File: config.mk
export PLATFORM = sky130hd
export DESIGN_NAME = button_conditioner
export DESIGN_NICKNAME = d
export VERILOG_FILES = /design/src/rtl/cfg_pkg.sv /design/src/rtl/button_channel.sv /design/src/rtl/button_conditioner.sv
export SDC_FILE = /design/constraint.sdc
export NUM_CORES = 1
export LEC_CHECK = 0
export CORE_AREA = 2 2 112 114
export DETAILED_ROUTE_END_ITERATION = 7
export DIE_AREA = 0 0 114 116
export HOLD_SLACK_MARGIN = 0.05
export PLACE_DENSITY_LB_ADDON = 0.1
export SLEW_MARGIN = 20
export SYNTH_ARGS = -nofsm -noshare
export SYNTH_HDL_FRONTEND = slang
export SYNTH_SLANG_ARGS = --single-unit
export TNS_END_PERCENT = 30
File: constraint.sdc
create_clock -name clk -period 9.6 [get_ports clk]
set_input_delay 0.96 -clock clk [delete_from_list [all_inputs] [get_ports clk]]
set_output_delay 0.96 -clock clk [all_outputs]
set_load 0.01 [all_outputs]
File: src/rtl/cfg_pkg.sv
// ---------------------------------------------------------------------------
// cfg_pkg
// Shared types and helpers for the pushbutton conditioner.
//   rep_state_t   : per-channel press/auto-repeat state
//   arb_state_t   : output arbiter state
//   BTN_*         : channel index of each button in the 4-bit buses
//   count_width   : counter width able to hold values 0 .. n-1
//   priority_pick : one-hot of the lowest set request bit (left wins)
// ---------------------------------------------------------------------------
package cfg_pkg;

    typedef enum logic [1:0] {
        RELEASED = 2'd0,
        HOLD     = 2'd1,
        REPEAT   = 2'd2
    } rep_state_t;

    typedef enum logic {
        READY = 1'b0,
        GAP   = 1'b1
    } arb_state_t;

    localparam int BTN_LEFT  = 0;
    localparam int BTN_RIGHT = 1;
    localparam int BTN_UP    = 2;
    localparam int BTN_DOWN  = 3;
    localparam int NUM_BTN   = 4;

    // Width needed to count 0 .. n-1; never narrower than one bit.
    function automatic int count_width(input int n);
        return (n <= 2) ? 1 : $clog2(n);
    endfunction

    // Lowest index has the highest priority: left > right > up > down.
    function automatic logic [NUM_BTN-1:0] priority_pick(input logic [NUM_BTN-1:0] req);
        logic [NUM_BTN-1:0] pick;
        pick = '0;
        for (int i = NUM_BTN - 1; i >= 0; i--) begin
            if (req[i]) begin
                pick    = '0;
                pick[i] = 1'b1;
            end
        end
        return pick;
    endfunction

endpackage

File: src/rtl/button_channel.sv
// ---------------------------------------------------------------------------
// button_channel
// One pushbutton lane: 2-FF synchroniser, debounce filter and a press /
// auto-repeat state machine that produces single-cycle events.
//   clk          : system clock
//   reset        : asynchronous, active-high reset
//   raw          : raw button level, asynchronous to clk
//   press_event  : one-cycle event (initial press or auto-repeat)
// ---------------------------------------------------------------------------
module button_channel
    import cfg_pkg::*;
#(
    parameter int DEBOUNCE_CYCLES     = 1_000_000,
    parameter int REPEAT_DELAY_CYCLES = 50_000_000,
    parameter int REPEAT_RATE_CYCLES  = 10_000_000,
    parameter bit REPEAT_ENABLE       = 1'b0
) (
    input  logic clk,
    input  logic reset,
    input  logic raw,
    output logic press_event
);

    localparam int DB_W = count_width(DEBOUNCE_CYCLES);
    localparam int TM_W = count_width((REPEAT_DELAY_CYCLES > REPEAT_RATE_CYCLES) ?
                                      REPEAT_DELAY_CYCLES : REPEAT_RATE_CYCLES);

    localparam logic [DB_W-1:0] DB_LAST    = DB_W'(DEBOUNCE_CYCLES - 1);
    localparam logic [TM_W-1:0] DELAY_LAST = TM_W'(REPEAT_DELAY_CYCLES - 1);
    localparam logic [TM_W-1:0] RATE_LAST  = TM_W'(REPEAT_RATE_CYCLES - 1);

    logic            s1_reg;
    logic            s2_reg;
    logic            stable_reg;
    logic [DB_W-1:0] db_count_reg;
    rep_state_t      rep_state_reg;
    logic [TM_W-1:0] timer_reg;

    // Synchroniser and debounce: the stable level only follows s2 after
    // DEBOUNCE_CYCLES consecutive cycles of disagreement.
    always_ff @(posedge clk or posedge reset) begin
        if (reset) begin
            s1_reg       <= 1'b0;
            s2_reg       <= 1'b0;
            stable_reg   <= 1'b0;
            db_count_reg <= '0;
        end else begin
            s1_reg <= raw;
            s2_reg <= s1_reg;
            if (s2_reg == stable_reg) begin
                db_count_reg <= '0;
            end else if (db_count_reg == DB_LAST) begin
                stable_reg   <= s2_reg;
                db_count_reg <= '0;
            end else begin
                db_count_reg <= db_count_reg + 1'b1;
            end
        end
    end

    // The event is decoded from registered state so the pending register
    // in the top captures it on the same edge the FSM advances; this keeps
    // the press-to-pulse latency at DEBOUNCE_CYCLES+3 edges.
    always_comb begin
        press_event = 1'b0;
        if (stable_reg) begin
            case (rep_state_reg)
                RELEASED: press_event = 1'b1;
                HOLD:     press_event = REPEAT_ENABLE && (timer_reg == DELAY_LAST);
                REPEAT:   press_event = (timer_reg == RATE_LAST);
                default:  press_event = 1'b0;
            endcase
        end
    end

    // Press / auto-repeat FSM. Releasing the button always returns to
    // RELEASED silently.
    always_ff @(posedge clk or posedge reset) begin
        if (reset) begin
            rep_state_reg <= RELEASED;
            timer_reg     <= '0;
        end else if (!stable_reg) begin
            rep_state_reg <= RELEASED;
            timer_reg     <= '0;
        end else begin
            case (rep_state_reg)
                RELEASED: begin
                    rep_state_reg <= HOLD;
                    timer_reg     <= '0;
                end
                HOLD: begin
                    if (!REPEAT_ENABLE) begin
                        timer_reg <= '0;
                    end else if (timer_reg == DELAY_LAST) begin
                        rep_state_reg <= REPEAT;
                        timer_reg     <= '0;
                    end else begin
                        timer_reg <= timer_reg + 1'b1;
                    end
                end
                REPEAT: begin
                    if (timer_reg == RATE_LAST) begin
                        timer_reg <= '0;
                    end else begin
                        timer_reg <= timer_reg + 1'b1;
                    end
                end
                default: begin
                    rep_state_reg <= RELEASED;
                    timer_reg     <= '0;
                end
            endcase
        end
    end

endmodule

File: src/rtl/button_conditioner.sv
// ---------------------------------------------------------------------------
// button_conditioner
// Conditions the four board pushbuttons for the MAC-address configuration
// FSM. Each button runs through a button_channel; events are latched in a
// pending register and an arbiter emits at most one registered single-cycle
// pulse followed by a forced idle cycle.
//   clk                       : system clock
//   reset                     : asynchronous, active-high reset
//   btnl/btnr/btnu/btnd_raw   : raw buttons, asynchronous to clk
//   button_left/right/up/down : one-cycle conditioned pulses
// ---------------------------------------------------------------------------
module button_conditioner
    import cfg_pkg::*;
#(
    parameter int         DEBOUNCE_CYCLES     = 1_000_000,
    parameter int         REPEAT_DELAY_CYCLES = 50_000_000,
    parameter int         REPEAT_RATE_CYCLES  = 10_000_000,
    parameter logic [3:0] REPEAT_EN           = 4'b1100
) (
    input  logic clk,
    input  logic reset,
    input  logic btnl_raw,
    input  logic btnr_raw,
    input  logic btnu_raw,
    input  logic btnd_raw,
    output logic button_left,
    output logic button_right,
    output logic button_up,
    output logic button_down
);

    logic [NUM_BTN-1:0] raw_bus;
    logic [NUM_BTN-1:0] event_bus;
    logic [NUM_BTN-1:0] pending_reg;
    logic [NUM_BTN-1:0] grant;
    logic [NUM_BTN-1:0] pulse_reg;
    arb_state_t         arb_state_reg;

    assign raw_bus[BTN_LEFT]  = btnl_raw;
    assign raw_bus[BTN_RIGHT] = btnr_raw;
    assign raw_bus[BTN_UP]    = btnu_raw;
    assign raw_bus[BTN_DOWN]  = btnd_raw;

    generate
        for (genvar gi = 0; gi < NUM_BTN; gi++) begin : g_channel
            button_channel #(
                .DEBOUNCE_CYCLES     (DEBOUNCE_CYCLES),
                .REPEAT_DELAY_CYCLES (REPEAT_DELAY_CYCLES),
                .REPEAT_RATE_CYCLES  (REPEAT_RATE_CYCLES),
                .REPEAT_ENABLE       (REPEAT_EN[gi])
            ) u_channel (
                .clk         (clk),
                .reset       (reset),
                .raw         (raw_bus[gi]),
                .press_event (event_bus[gi])
            );
        end
    endgenerate

    // Only a READY arbiter consumes a pending bit.
    assign grant = (arb_state_reg == READY) ? priority_pick(pending_reg) : '0;

    // New events OR in after the clear, so a simultaneous set wins; repeated
    // events on a set bit simply merge.
    always_ff @(posedge clk or posedge reset) begin
        if (reset) begin
            pending_reg <= '0;
        end else begin
            pending_reg <= (pending_reg & ~grant) | event_bus;
        end
    end

    // Every pulse is followed by one GAP cycle so the consumer sees
    // IDLE -> action -> IDLE for each event.
    always_ff @(posedge clk or posedge reset) begin
        if (reset) begin
            arb_state_reg <= READY;
            pulse_reg     <= '0;
        end else begin
            case (arb_state_reg)
                READY: begin
                    pulse_reg <= grant;
                    if (|pending_reg) begin
                        arb_state_reg <= GAP;
                    end
                end
                GAP: begin
                    pulse_reg     <= '0;
                    arb_state_reg <= READY;
                end
                default: begin
                    pulse_reg     <= '0;
                    arb_state_reg <= READY;
                end
            endcase
        end
    end

    assign button_left  = pulse_reg[BTN_LEFT];
    assign button_right = pulse_reg[BTN_RIGHT];
    assign button_up    = pulse_reg[BTN_UP];
    assign button_down  = pulse_reg[BTN_DOWN];

endmodule

# [Yosys cells after proc, flatten, opt, wreduce, memory -nomap -nowiden]
# Index checks and enable logic that the tools add are counted.
[word_totals] word_cells=132 ff_bits=213 inputBits=6
[op_classes] n_addsub=8 mux=48 eq_ne=28 reduce_logical=13 n_bitwise=8
[op_table] operator="26-bit 2-to-1 mux" n=12
[op_table] operator="20-bit 2-to-1 mux" n=8
[op_table] operator="26-bit by 1-bit adder with 26-bit output (second input constant)" n=4
[op_table] operator="26-bit by 24-bit == test with 1-bit output (second input constant)" n=4
[op_table] operator="26-bit one-hot mux with 2 select lines" n=2
[op_table] operator="20-bit by 1-bit adder with 20-bit output (second input constant)" n=4
[op_table] operator="20-bit == test (second input constant)" n=4
[op_table] operator="26-bit == test (second input constant)" n=2
[op_table] operator="4-bit 2-to-1 mux" n=5
[op_table] operator="2-bit 2-to-1 mux" n=6
[op_table] operator="2-bit one-hot mux with 3 select lines" n=2
[op_table] operator="2-bit AND reduction" n=6
[op_table] operator="2-bit by 1-bit == test with 1-bit output (second input constant)" n=4
[op_table] operator="2-bit == test (second input constant)" n=4
[op_table] operator="2-bit zero test" n=4
[op_table] operator="2-bit inequality test (second input constant)" n=4
[op_table] operator="2-bit one-hot mux with 2 select lines" n=2
[op_table] operator="4-bit one-hot mux with 2 select lines" n=1
[op_table] operator="3-bit inequality test (second input constant)" n=2
[op_table] operator="1-bit one-hot mux with 2 select lines" n=3
[op_table] operator="1-bit one-hot mux with 3 select lines" n=2
[op_table] operator="1-bit 2-to-1 mux" n=5
[op_table] operator="1-bit inverter" n=5
[op_table] operator="4-bit AND" n=1
[op_table] operator="5 further kinds" n=9

# [Depth between registers and ports, before layout]
[logic_depth] depth_word=8 depth_mapped=9

# [Cells and area by module]
# From an unflattened synthesis, not the netlist that was laid out.
[hier_totals] cells_unflattened=790 hier_area_um2=7930.1
[by_module_without_submodules] module="button_channel at g_channel[2].u_channel ..." cells_per_inst=269 area_per_inst_um2=2655.0 instances=2 seq_area_each_um2=1276.2
[by_module_without_submodules] module="button_channel at g_channel[0].u_channel ..." cells_per_inst=114 area_per_inst_um2=1147.4 instances=2 seq_area_each_um2=600.6
[by_module_without_submodules] module="button_conditioner" cells_per_inst=24 area_per_inst_um2=325.3 instances=1 seq_area_each_um2=225.2

# [Worst setup path before layout]
# Ideal clock, no wire load.
[synth_path] kind="reg-to-reg" from="register g_channel[1].u_channel.db_count_reg[0]" to="register g_channel[1].u_channel.db_count_reg[11]" setup_slack_ps=7724 setup_ps=119 arrival_ps=1758 period_less_slack_ps=1876 path_stages_with_launch=9 cell_sequence="dfrtp_1 > ha_1 > and4_1 > nand2_1 > nor4_1 > or2_2 > buf_4 > buf_4 > nor2_1"
[synth_via] elab_chain_len=3 elab_cells_between_ends=4 classes_between="1 x add/sub; 1 x eq/ne; 2 x mux"
[synth_rtl] element="from (decl)" line_no="button_channel.sv:35" rtl="logic [DB_W-1:0] db_count_reg;"
[synth_rtl] element="from (signal assigned)" line_no="button_channel.sv:56" rtl="db_count_reg <= db_count_reg + 1'b1;"
[synth_rtl] element="20-bit by 1-bit adder with 20-bit output / 20-bit == test (equally long branches)" line_no="button_channel.sv:56, button_channel.sv:52"
[synth_rtl] element="20-bit 2-to-1 mux (*)" line_no="button_channel.sv:52" rtl="end else if (db_count_reg == DB_LAST) begin"
[synth_rtl] element="20-bit 2-to-1 mux (*)" line_no="button_channel.sv:50" rtl="if (s2_reg == stable_reg) begin"
# Mark *: on every way between the ends. The rest lies on a longest branch, timed or not.
# A chain may end at the register's enable or synchronous reset.

# [Worst setup path in the final report]
[layout_path] from="register g_channel[2].u_channel.timer_reg[0]" to="register g_channel[2].u_channel.timer_reg[20]"
[layout_via] elab_chain_len=4 elab_cells_between_ends=7 classes_between="1 x add/sub; 2 x eq/ne; 4 x mux"
[layout_rtl] element="from (decl)" line_no="button_channel.sv:37" rtl="logic [TM_W-1:0] timer_reg;"
[layout_rtl] element="from (signal assigned)" line_no="button_channel.sv:98" rtl="timer_reg <= timer_reg + 1'b1;"
[layout_rtl] element="from (signal assigned)" line_no="button_channel.sv:105" rtl="timer_reg <= timer_reg + 1'b1;"
[layout_rtl] element="26-bit by 1-bit adder with 26-bit output, or another cell as far along" line_no="button_channel.sv:98, button_channel.sv:105"
[layout_rtl] element="26-bit 2-to-1 mux, on equally long branches" line_no="button_channel.sv:102, button_channel.sv:94"
[layout_rtl] element="26-bit one-hot mux with 2 select lines (*)" line_no="button_channel.sv:86" rtl="case (rep_state_reg)"
[layout_rtl] element="26-bit 2-to-1 mux (*)" line_no="button_channel.sv:82" rtl="end else if (!stable_reg) begin"
# Marks and branches as above.

==> metrics.txt <==
row count 40; clk buf depth 2; async set or reset register ratio after synthesis between 90% and 100%; crit path capture type flop; worst vdd ir 0.1341 mV; Vias/cell 5.719; Tot GR Track Use roughly 23%; area of the die around 13,000 µm²; final WL 13,990 µm; Layout fillers 909; outcome complete, no violations; main combinational cell family by area after synthesis simple AND/OR/NAND/NOR gates; critical path launch point type flop; largest net degree at the start of global routing 89; Final Max Slew Viols 0; register area 3979 µm²; Largest register FFs 80; synthesized cell area 7687 µm²; Final HPWL DP between 9000 and 10,000 µm; clock sinks 159; most frequent cells in the layout dfrtp_1 (159), nor2_1 (156), xnor2_1 (62), xor2_1 (60), nand2_1 (50); worst min path class reg2reg; Setup CP Type reg2reg; drt first-iter violations 407; max_cap viols 0; Mapped Avg Cell Area 9.958 µm²; Detail Route Antenna Nets 0; first-pass GRT wire length 24,390 µm; Buf/Inv on CP 0; Syn Nets 796; met2 Use GR 39.48%; DR DRC count 0; area delta synth->final 9.603%; H-Tree Depth 4; clock latency on the worst-skew pair 420 ps; Nets 805; vias in the first global route 5,390; top_reg_cell synth dfrtp_1; area of the multi-input gates 3505 µm²; register area share after synthesis 51.76%; fin cells 941; cell count after placement 909; gr busiest metal met2; WHS between 300 and 400 ps; relative slew slack 26.35%; met1 GRT Util 29.18%; Core Area 11,910 µm²; Die H about 120 µm; commonest non-fill, non-tap cell in the layout dfrtp_1; Worst EP required roughly 10000 ps; final setup violating endpoints 0; Synth cell types 47; Lkg Pwr ~3.5 nW; final global-route overflow total 0; Worst Tran Pin Value around 1100 ps; Top Family by Delay on Critical Path compound AO/OA/AOI/OAI gates; top-level I/O count 10; adder-cell share of the synthesized area 2.930%; cts repair resizes 0; FF+latch count, synth 159; Worst path max stage delay 870 ps; initial core utilization approximately 65%; Layout Skew 7.544 ps; XOR/XNOR Fraction of Synth Area 13.90%; CP max-delay cell o211ai_2; setup_tns 0 ps; Post-synth EDFFs 0; wire per inst 14.86 µm; RePlAce Congestion 0.8192; 1st-pass router iterations 4; CTS tree done; Reg clk slew, reported paths 60 ps; CTS Buf Count 17; DR vias 5,382; share of layout cells above drive strength 1 5.038%; Clock Root Buffer clkbuf_16; crit-path cells ha_1, and3_1, and4_1, a21boi_1, o211ai_2, nor2_1; Critical Path Fanout Max 26; fmax 403.2 MHz; final-report hold violation count 0; crit path DAT 2740 ps; post-synthesis mux area share less than 1%; Post-Synth Simple-Gate Area 26.35%; Compound-Gate Fraction of Synth Area 1.855%; RSZ-0062 raised after global routing no; Ys Warns 0; power density cells 159.1 nW/µm²; initial antenna violation count 0; ANT cells 0; Post-Synthesis Cells 772; postcts setup bufs 0; Final Cycle Share between 20% and 30%; cts hold-fix bufs 0; met3 global-route usage 5.178%; chip width 114 µm; IO Port Bufs 9; Min Clock Period, post-route 2480 ps
## cells by family after synthesis
group | after synthesis
xor gates and xnor gates | 122
muxes | 4
and+or+nand+nor | 400
DFF | 159
adders and majority gates | 18
AOI/OAI and AO/OA | 23
buffers and inverters | 46
## area by class of cell
class                   instances  area share, %
clock inverters                 8         0.9801
repair buffers                 10          1.203
multi-input cells             567          41.59
clock buffers                  24          5.598
well taps                     147          2.183
flip-flops and latches        159          47.22
inverters                      26          1.218
## path summary, 6_finish.rpt
path	start	end	slack, ps	cells after the start
max	g_channel[2].u_channel.timer_reg[0]$_DFF_PP0_	g_channel[2].u_channel.timer_reg[20]$_DFF_PP0_	7120	6
min	g_channel[1].u_channel.s1_reg$_DFF_PP0_	g_channel[1].u_channel.s2_reg$_DFF_PP0_	350	0
max reg2reg	g_channel[2].u_channel.timer_reg[0]$_DFF_PP0_	g_channel[2].u_channel.timer_reg[20]$_DFF_PP0_	7120	6
min reg2reg	g_channel[1].u_channel.s1_reg$_DFF_PP0_	g_channel[1].u_channel.s2_reg$_DFF_PP0_	350	0
max in group asynchronous	reset	g_channel[2].u_channel.db_count_reg[5]$_DFF_PP0_	7390	3
min in group asynchronous	reset	g_channel[3].u_channel.timer_reg[20]$_DFF_PP0_	1030	2
## metrics by stage
step / area, µm² / util, % / total power (W) / worst slack (ps)
5_1_grt: 8426 / 70.74 / 0.001384 / 6880
3_3_place_gp: 7868 / 66.05 / 0.0007217 / 6575
3_5_place_dp: 7868 / 66.05 / 0.0007235 / 6523
6_report: 8426 / 70.74 / 0.001341 / 7120
2_1_floorplan: 7687 / - / 0.0007149 / 4348
4_1_cts: 8422 / 70.70 / 0.001351 / 6970
## metal layers
| metal | routed length (µm) | up-vias |
|---|---|---|
| li1 | - | 2628 |
| met1 | 6406 | 2658 |
| met2 | 6964 | 74 |
| met3 | 419 | 22 |
| met4 | 196 | 0 |
| met5 | 0 | - |
## cell usage after synthesis, drive strengths merged, types with 2 or more instances
library cell | count | share of area [%]
a21boi | 2 | 0.20
a21oi | 3 | 0.20
and2 | 8 | 0.65
and3 | 15 | 1.2
and4 | 17 | 2.0
buf | 12 | 0.99
clkbuf | 8 | 0.39
dfrtp | 159 | 52
ha | 18 | 2.9
inv | 26 | 1.3
mux2 | 2 | 0.29
mux2i | 2 | 0.26
nand2 | 50 | 2.4
nand2b | 2 | 0.16
nand3 | 48 | 3.1
nand3b | 4 | 0.39
nand4 | 31 | 2.7
nand4b | 3 | 0.34
nor2 | 156 | 7.6
nor3 | 21 | 1.4
nor3b | 6 | 0.59
nor4 | 14 | 1.1
nor4b | 12 | 1.4
o211ai | 2 | 0.26
o21ai | 11 | 0.72
or2 | 6 | 0.49
or3 | 3 | 0.24
xnor2 | 62 | 7.1
xor2 | 60 | 6.8
## power breakdown
group / total, W / switching [W] / internal [W]
Sequential: 0.000681 / 0.00000518 / 0.000676
Combinational: 0.0000290 / 0.0000218 / 0.00000723
Clock: 0.000630 / 0.000259 / 0.000372
Power figures use the tool's default switching activity.
